[src/rtl/dff_bank_arbiter.sv]
// Round-robin write arbiter that shares one WIDTH-bit register among N_REQ requesters.
// Optional macro DFF_ARB_PRIORITY0_EN gives requester 0 fixed top priority.
module dff_bank_arbiter #(
  parameter int WIDTH = 8,
  parameter int N_REQ = 4,
  parameter int PTR_W = 2
) (
  input  logic                   clk,
  input  logic                   rst_n,
  input  logic [N_REQ-1:0]       req,
  input  logic [N_REQ*WIDTH-1:0] wr_data,
  output logic [N_REQ-1:0]       grant,
  output logic [N_REQ-1:0]       ack,
  output logic                   busy,
  output logic [WIDTH-1:0]       q,
  output logic [WIDTH-1:0]       q_bar,
  output logic [7:0]             wr_count
);

  typedef enum logic [1:0] {
    S_IDLE  = 2'd0,
    S_GRANT = 2'd1,
    S_WRITE = 2'd2
  } state_t;

  state_t           r_state, w_state_next;
  logic [N_REQ-1:0] r_grant, w_grant_next;
  logic [N_REQ-1:0] r_ack, w_ack_next;
  logic [WIDTH-1:0] r_q, w_q_next;
  logic [7:0]       r_wr_count, w_wr_count_next;
  logic [PTR_W-1:0] r_last_ptr, w_last_ptr_next;
  logic [PTR_W-1:0] r_gnt_ptr, w_gnt_ptr_next;

  logic [WIDTH-1:0] w_slice [N_REQ];
  logic [WIDTH-1:0] w_gnt_data;
  logic             w_gnt_req;
  logic             w_pick_valid;
  logic [PTR_W-1:0] w_pick_ptr;
  logic [N_REQ-1:0] w_pick_onehot;
  int               w_dist;
  int               w_best_dist;

  genvar gi;
  generate
    for (gi = 0; gi < N_REQ; gi++) begin : g_slice
      assign w_slice[gi] = wr_data[gi*WIDTH +: WIDTH];
    end
  endgenerate

  // Winner is the requester with the smallest rotational distance past last_ptr.
  always_comb begin
    w_pick_valid = 1'b0;
    w_pick_ptr   = '0;
    w_best_dist  = N_REQ;
    w_dist       = 0;
    for (int i = 0; i < N_REQ; i++) begin
      w_dist = i - int'(r_last_ptr) - 1;
      if (w_dist < 0) w_dist = w_dist + N_REQ;
      if (req[i] && (w_dist < w_best_dist)) begin
        w_best_dist  = w_dist;
        w_pick_valid = 1'b1;
        w_pick_ptr   = PTR_W'(i);
      end
    end
`ifdef DFF_ARB_PRIORITY0_EN
    if (req[0]) begin
      w_pick_valid = 1'b1;
      w_pick_ptr   = '0;
    end
`endif
  end

  assign w_pick_onehot = {{(N_REQ-1){1'b0}}, 1'b1} << w_pick_ptr;

  always_comb begin
    w_gnt_data = '0;
    for (int i = 0; i < N_REQ; i++) begin
      if (r_grant[i]) w_gnt_data = w_gnt_data | w_slice[i];
    end
  end

  assign w_gnt_req = |(req & r_grant);

  always_comb begin
    w_state_next    = r_state;
    w_grant_next    = r_grant;
    w_ack_next      = '0;
    w_q_next        = r_q;
    w_wr_count_next = r_wr_count;
    w_last_ptr_next = r_last_ptr;
    w_gnt_ptr_next  = r_gnt_ptr;
    case (r_state)
      S_IDLE: begin
        w_grant_next = '0;
        if (w_pick_valid) begin
          w_grant_next   = w_pick_onehot;
          w_gnt_ptr_next = w_pick_ptr;
          w_state_next   = S_GRANT;
        end
      end
      S_GRANT: begin
        w_grant_next = '0;
        w_state_next = S_IDLE;
        // A dropped request aborts silently; the pointer keeps its old position.
        if (w_gnt_req) begin
          w_state_next    = S_WRITE;
          w_q_next        = w_gnt_data;
          w_ack_next      = r_grant;
          w_wr_count_next = r_wr_count + 8'd1;
`ifdef DFF_ARB_PRIORITY0_EN
          if (r_gnt_ptr != '0) w_last_ptr_next = r_gnt_ptr;
`else
          w_last_ptr_next = r_gnt_ptr;
`endif
        end
      end
      S_WRITE: begin
        w_state_next = S_IDLE;
      end
      default: begin
        w_state_next = S_IDLE;
        w_grant_next = '0;
      end
    endcase
  end

  always_ff @(posedge clk or negedge rst_n) begin
    if (!rst_n) begin
      r_state    <= S_IDLE;
      r_grant    <= '0;
      r_ack      <= '0;
      r_q        <= '0;
      r_wr_count <= '0;
      r_last_ptr <= PTR_W'(N_REQ - 1);
      r_gnt_ptr  <= '0;
    end else begin
      r_state    <= w_state_next;
      r_grant    <= w_grant_next;
      r_ack      <= w_ack_next;
      r_q        <= w_q_next;
      r_wr_count <= w_wr_count_next;
      r_last_ptr <= w_last_ptr_next;
      r_gnt_ptr  <= w_gnt_ptr_next;
    end
  end

  assign grant    = r_grant;
  assign ack      = r_ack;
  assign busy     = (r_state != S_IDLE);
  assign q        = r_q;
  assign q_bar    = ~r_q;
  assign wr_count = r_wr_count;

endmodule
[config.mk]
export PLATFORM = sky130hd
export DESIGN_NAME = dff_bank_arbiter
export DESIGN_NICKNAME = d
export VERILOG_FILES = /design/src/rtl/dff_bank_arbiter.sv
export SDC_FILE = /design/constraint.sdc
export NUM_CORES = 1
export LEC_CHECK = 0
export CAP_MARGIN = 20
export CORE_MARGIN = 2
export CORE_UTILIZATION = 43
export CTS_CLUSTER_SIZE = 20
export DETAILED_ROUTE_END_ITERATION = 10
export GPL_ROUTABILITY_DRIVEN = 0
export HOLD_SLACK_MARGIN = 0.02
export PLACE_DENSITY = 0.8
export SYNTH_ARGS = -nofsm -noshare
export SYNTH_HDL_FRONTEND = slang
export SYNTH_SLANG_ARGS = --single-unit
export TNS_END_PERCENT = 5
[constraint.sdc]
create_clock -name clk -period 4.9 [get_ports clk]
set_clock_uncertainty 0.1 [all_clocks]
set_input_delay 0.49 -clock clk [delete_from_list [all_inputs] [get_ports clk]]
set_output_delay 0.49 -clock clk [all_outputs]
set_load 0.02 [all_outputs]
==> impl_metrics.env, run 1 <==
export IMPL_slew_violations=0
export IMPL_achievable_frequency_mhz=233
export IMPL_route_final_wire_length_mm=4.66
export IMPL_grt_overflow_total=0
export IMPL_postPlaceCellArea_mm2=0.00248
export IMPL_rr_worst_depth=17
export IMPL_crit_arrival_ns=4.36
export IMPL_r2r_start="r_last_ptr[0]"
export IMPL_fin_setup_tns_ns=0
export IMPL_post_synth_cell_area_avg_um2=9.49
export IMPL_fillers=342
export IMPL_yosys_area_share_simple_pct=14.6
export IMPL_cts_hold_buffers=0
export IMPL_cp_end_kind="flip-flop"
export IMPL_synth_ff_latch_count=30
export IMPL_synth_compound_area_share_pct=22.8
export IMPL_insertedDiodeCount=0
export IMPL_finalInstanceArea_mm2=0.00257
export IMPL_syn_to_final_growth_pct=47.1
export IMPL_wl_cell_um=15.3
export IMPL_hold_viol=0
export IMPL_cts_num_sinks=30
export IMPL_net_count_reported_at_finish=301
export IMPL_crit_path_start_kind="flip-flop"
export IMPL_core_region_area_mm2=0.00394
export IMPL_yosys_mux_area_fraction_pct=1.29
export IMPL_vdd_ir_drop_worst_v=0.000441
export IMPL_grt_use_total_pct=21.5
export IMPL_ff2ff_setup_slack_ns=0.60
export IMPL_synth_largest_area_cell="sky130_fd_sc_hd__dfrtp_1"
export IMPL_synth_flop_cell="sky130_fd_sc_hd__dfrtp_1"
export IMPL_htreeDepth=2
export IMPL_grt_pass1_wl_mm=7.19
export IMPL_final_antenna_net_count=0
export IMPL_layout_worst_path_cycle_share_pct=87.8
export IMPL_synthAdderAreaFrac_pct=6.45
export IMPL_critPathMaxFanout=9
export IMPL_drt_first_iter_violations=89
export IMPL_detailroute_via_count=1622
export IMPL_ys_top_cells_by_count="sky130_fd_sc_hd__dfrtp_1, sky130_fd_sc_hd__a22oi_1, sky130_fd_sc_hd__inv_1, sky130_fd_sc_hd__nor2_1, sky130_fd_sc_hd__nand2_1"
export IMPL_drv_cap=0
export IMPL_post_cts_repair_setup_buffers=0
export IMPL_status="finished, final reports clean"
export IMPL_seq_area_frac_synth_pct=43.2
export IMPL_clock_latency_ns=0.28
export IMPL_min_to="wr_count[7]"
export IMPL_worst_hold_startpoint="wr_count[7]"
export IMPL_p_leak_nw=1.12
export IMPL_worstHoldPathType="reg -> reg"
export IMPL_synth_edff_count=0
export IMPL_dominant_combinational_cell_family_by_area_after_synthesis="compound AO/OA/AOI/OAI gates"
export IMPL_synthMostInstantiatedCell="sky130_fd_sc_hd__dfrtp_1"
export IMPL_async_flop_share_pct=100
export IMPL_grt_pass1_vias=1502
export IMPL_detail_route_drc_violations=0
export IMPL_post_route_cells_drive_above_1_share_pct=7.84
export IMPL_layout_core_utilization_pct=65.1
export IMPL_grt_start_max_net_pins=31
export IMPL_yosysTopAreaCellShare_pct=40.1
export IMPL_setup_repair_after_global_routing_missed_its_margin="false"
export IMPL_post_cts_resize_count=0
export IMPL_core_rows=23
export IMPL_finalWorstPathRequiredPeriod_ns=4.30
export IMPL_initial_core_util_pct=44.3
export IMPL_count_of_synthesis_stage_warnings_from_yosys=0
export IMPL_synth_cell_area_mm2=0.00175
export IMPL_synthTopCellsByArea="sky130_fd_sc_hd__dfrtp_1, sky130_fd_sc_hd__a22oi_1, sky130_fd_sc_hd__ha_1, sky130_fd_sc_hd__inv_1, sky130_fd_sc_hd__a31oi_1"
export IMPL_boundaryPins=71
export IMPL_worst_setup_path_type="reg -> reg"
export IMPL_dp_cells=297
export IMPL_first_pass_iters=4
export IMPL_clock_tree_root_cell="sky130_fd_sc_hd__clkbuf_8"
export IMPL_clock_path_buffers=2
export IMPL_floorplan_die_height_um=67.7
export IMPL_timing_critical_path_required_ns=4.96
export IMPL_finalSetupViolCount=0
export IMPL_dp_final_hpwl_mm=3.47
export IMPL_die_area_mm2=0.00458
export IMPL_port_buffers=70
export IMPL_reg2reg_to="grant[3]"
export IMPL_synth_cells=184
export IMPL_power_per_cell_area_mw_per_mm2=675
export IMPL_antenna_found_initial=0
export IMPL_routed_via_density=5.32
export IMPL_finish_cell_count_without_fillers=305
export IMPL_netlist_cell_type_count=44
export IMPL_synth_xor_xnor_area_share_pct=4.52
export IMPL_clk_pin_slew_ns=0.06
export IMPL_cts_made_buffers=5
export IMPL_clock_tree_from_tritoncts="built"
export IMPL_worstHoldPathCells=1
export IMPL_dieWidth_um=67.7
## per-stage QoR
step / hold slack (ns) / setup WS (ns) / total power (W)
finish: 0.367 / 0.600 / 0.00173
global route: 0.395 / 0.320 / 0.00188
CTS: 0.372 / 0.637 / 0.00173
detailed placement: 0.360 / 0.668 / 0.00152
global placement: 0.366 / 0.821 / 0.00149
floorplan: 0.0944 / 0.890 / 0.00116
## area by class of cell
| type | count | area, um2 | area share, % |
|---|---|---|---|
| Timing Repair Buffer | 72 | 716 | 27.9 |
| Clock inverter | 1 | 5.00 | 0.195 |
| Inverter | 18 | 67.6 | 2.63 |
| Multi-Input combinational cell | 127 | 877 | 34.2 |
| Tap cell | 50 | 62.6 | 2.44 |
| Clock buffer | 7 | 86.3 | 3.36 |
| Sequential cell | 30 | 753 | 29.3 |
## critical path, cell delays in order, from the launching register on
cell and delay [ns]:
sky130_fd_sc_hd__dfstp_2 0.62, sky130_fd_sc_hd__inv_1 0.08, sky130_fd_sc_hd__ha_1 0.40, sky130_fd_sc_hd__or3b_2 0.47, sky130_fd_sc_hd__a21oi_1 0.16, sky130_fd_sc_hd__a21oi_1 0.07, sky130_fd_sc_hd__ha_1 0.29, sky130_fd_sc_hd__o211ai_1 0.25
sky130_fd_sc_hd__o2111ai_2 0.20, sky130_fd_sc_hd__and2_4 0.20, sky130_fd_sc_hd__nand2_1 0.06, sky130_fd_sc_hd__o21ai_0 0.08, sky130_fd_sc_hd__ha_1 0.30, sky130_fd_sc_hd__inv_1 0.05, sky130_fd_sc_hd__a211oi_1 0.18, sky130_fd_sc_hd__a221oi_1 0.14
sky130_fd_sc_hd__a211o_1 0.31, sky130_fd_sc_hd__a41o_1 0.23
## flip-flops by register name, summed over array words and instances (netlist names)
name,count
q,8
wr_count,8
ack,4
grant,4
r_gnt_ptr,2
r_last_ptr,2
r_state,2
## logic make-up after synthesis
logic type | count (synthesis)
and+or+nand+nor | 49
adders and majority gates | 9
DFF | 30
xor gates and xnor gates | 9
other | 1
AOI/OAI and AO/OA | 56
buffers and inverters | 28
muxes | 2
## per-layer routing
metal,part of all wire [%],track usage [%]
met2,50,35.5
met1,43,27.1
met4,0.84,6.12
met3,6.2,6.33
met5,0,0
## cells in the final DEF, fill, tap and decap left out, drive strengths merged, types with 2 or more instances in the layout
cell type	instances
a21o	3
a21oi	6
a22oi	18
a31oi	10
and2	5
buf	2
clkbuf	7
clkdlybuf4s50	70
clkinv	2
conb	2
dfrtp	28
dfstp	2
ha	9
inv	17
mux2	2
nand2	12
nand3	3
nand4	3
nor2	15
nor3	2
o211ai	2
o21ai	7
o32ai	2
xnor2	4
xor2	5
## report_power, final
part           internal, W  switching, W
Clock             0.000113     0.0000895
Sequential        0.000345      0.000122
Combinational     0.000507      0.000556
Total             0.000965      0.000768
## worst max path at each step
stage | cells past startpoint | to | slack [ns] | from
2_1_floorplan | 18 | grant[3] | 0.89 | r_last_ptr[0]
3_3_place_gp | 17 | grant[3] | 0.82 | r_last_ptr[0]
3_5_place_dp | 17 | grant[3] | 0.67 | r_last_ptr[0]
4_1_cts | 17 | grant[3] | 0.64 | r_last_ptr[0]
5_1_grt | 17 | grant[3] | 0.32 | r_last_ptr[0]
6_report | 17 | grant[3] | 0.60 | r_last_ptr[0]
No activity file was read; power rests on OpenSTA's default activity.
==> run 2, diff against run 1 <==
CORE_ASPECT_RATIO = 0.75   (was default)
PLACE_DENSITY = default   (was 0.8)
PLACE_DENSITY_LB_ADDON = 0.15   (was default)
SLEW_MARGIN = 20   (was default)
==> impl_metrics.env, run 2 (same netlist as run 1, synthesis figures left out) <==
export IMPL_status="finished, final reports clean"
export IMPL_post_route_cells_drive_above_1_share_pct=7.51
export IMPL_post_cts_repair_setup_buffers=0
export IMPL_final_antenna_net_count=0
export IMPL_crit_chain="inv_1 -> ha_1 -> or3b_2 -> a21oi_1 -> a21oi_1 -> ha_1 -> o211ai_1 -> o2111ai_2 -> and2_4 -> nand2_1 -> o21ai_0 -> ha_1 -> inv_1 -> a211oi_1 -> a221oi_1 -> a211o_1 -> a41o_1"
export IMPL_floorplan_die_height_um=59.2
export IMPL_swShare_pct=44.0
export IMPL_p_leak_nw=1.11
export IMPL_drv_cap=0
export IMPL_power_per_cell_area_mw_per_mm2=669
export IMPL_routed_via_density=5.20
export IMPL_worstHoldPathType="reg -> reg"
export IMPL_p_seq_share_pct=27.3
export IMPL_layout_worst_path_cycle_share_pct=87.6
export IMPL_detailedPlace_worstSlack_ns=0.654
export IMPL_ff2ff_setup_slack_ns=0.61
export IMPL_cts_hold_buffers=0
export IMPL_clock_tree_from_tritoncts="built"
export IMPL_antenna_found_initial=0
export IMPL_drt_first_iter_violations=106
export IMPL_vdd_ir_drop_worst_v=0.000369
export IMPL_core_region_area_mm2=0.00398
export IMPL_critPathMaxFanout=9
export IMPL_achievable_frequency_mhz=233
export IMPL_worst_setup_path_type="reg -> reg"
export IMPL_grt_use_total_pct=19.7
export IMPL_post_cts_resize_count=0
export IMPL_syn_to_final_growth_pct=47.0
export IMPL_clk_pin_slew_ns=0.06
export IMPL_net_count_reported_at_finish=301
export IMPL_cp_end_kind="flip-flop"
export IMPL_detailroute_via_count=1601
export IMPL_grt_start_max_net_pins=31
export IMPL_die_area_mm2=0.00459
export IMPL_most_frequent_standard_cell_in_the_layout_excluding_fill_and_tap_cells="sky130_fd_sc_hd__clkdlybuf4s50_1"
export IMPL_grt_pass1_wl_mm=7.05
export IMPL_grt_pass1_vias=1458
export IMPL_setup_repair_after_global_routing_missed_its_margin="false"
export IMPL_finalSetupViolCount=0
export IMPL_boundaryPins=71
export IMPL_finalWorstPathRequiredPeriod_ns=4.29
export IMPL_grt_overflow_total=0
export IMPL_route_final_wire_length_mm=4.33
export IMPL_timing_hold_ws_ns=0.368
export IMPL_timing_critical_path_required_ns=4.96
export IMPL_clock_power_share_pct=11.0
export IMPL_power_report_internal_total_w=0.000961
export IMPL_dp_final_hpwl_mm=3.23
export IMPL_fin_ws_ns=0.608
export IMPL_most_common_layout_cells="sky130_fd_sc_hd__clkdlybuf4s50_1, sky130_fd_sc_hd__dfrtp_1, sky130_fd_sc_hd__a22oi_1"
export IMPL_dieWidth_um=77.6
export IMPL_hold_viol=0
export IMPL_initial_core_util_pct=43.9
export IMPL_clock_tree_root_cell="sky130_fd_sc_hd__clkbuf_8"
export IMPL_slowest_stage="sky130_fd_sc_hd__dfstp_2"
export IMPL_cts_made_buffers=5
export IMPL_core_rows=20
export IMPL_fin_setup_tns_ns=0
export IMPL_wl_cell_um=14.1
export IMPL_cts_num_sinks=30
export IMPL_first_pass_iters=4
export IMPL_power_net_switching_w=0.000755
export IMPL_clock_latency_ns=0.27
export IMPL_crit_path_start_kind="flip-flop"
export IMPL_clock_path_buffers=2
export IMPL_slew_violations=0
export IMPL_critPathMaxStageDelay_ns=0.61
export IMPL_insertedDiodeCount=0
export IMPL_crit_arrival_ns=4.35
export IMPL_pwr_share_comb_pct=61.7
export IMPL_fin_total_pwr_w=0.00172
export IMPL_cp_common_cell="sky130_fd_sc_hd__ha_1"
export IMPL_port_buffers=70
export IMPL_htreeDepth=2
export IMPL_detail_route_drc_violations=0
-- run 2: cell types whose count changed in the layout (fill, tap and decap cells not counted), sizes merged --
cell	previous run	this run
clkbuf	7	6
clkinv	2	1
-- run 2: stage by stage --
stage	utilization (%)	cell area [um2]	cells
final	64.5	2560	308
after global routing	64.5	2560	308
after CTS	64.5	2560	308
after detailed placement	62.4	2480	302
after global placement	62.4	2480	302
after floorplan	-	1750	185
-- run 2: cell type report --
class                      count  area [um2]
multi-input combinational    127         877
tap                           55        68.8
clock buffer                   6        82.6
fill                         331        1410
inverter                      18        67.6
timing repair buffer          72         716
sequential                    30         753
-- run 2: power by group through the flow --
| stage | clock network [W] | registers, W | logic, W |
|---|---|---|---|
| 2_1_floorplan | 0 | 0.000499 | 0.000658 |
| 3_3_place_gp | 0 | 0.000470 | 0.00105 |
| 3_5_place_dp | 0 | 0.000470 | 0.00106 |
| 4_1_cts | 0.000193 | 0.000467 | 0.00106 |
| 5_1_grt | 0.000205 | 0.000485 | 0.00118 |
| 6_report | 0.000189 | 0.000469 | 0.00106 |
-- run 2: critical path: cells and delay by family, from the launching register on --
family | cells | cell delay, ns
buffers and inverters | 2 | 0.13
and+or+nand+nor | 3 | 0.72
DFF | 1 | 0.61
adders and majority gates | 3 | 0.99
AOI/OAI and AO/OA | 9 | 1.66
-- run 2: routing by layer --
layer | wire (um) | global-route usage, % | vias to the layer above
met5 | 0 | 0 | -
met3 | 284 | 4.88 | 4
met2 | 1940 | 30.6 | 61
li1 | - | - | 795
met4 | 17 | 3.06 | 0
met1 | 2090 | 28.8 | 741
-- run 2: final timing paths --
path / start / end / cells past startpoint
max: r_last_ptr[0] / grant[3] / 17
min: wr_count[7] / wr_count[7] / 1
max reg2reg: r_last_ptr[0] / grant[3] / 17
min reg2reg: wr_count[7] / wr_count[7] / 1
max in group asynchronous: rst_n / r_last_ptr[0] / 2
min in group asynchronous: rst_n / wr_count[4] / 2
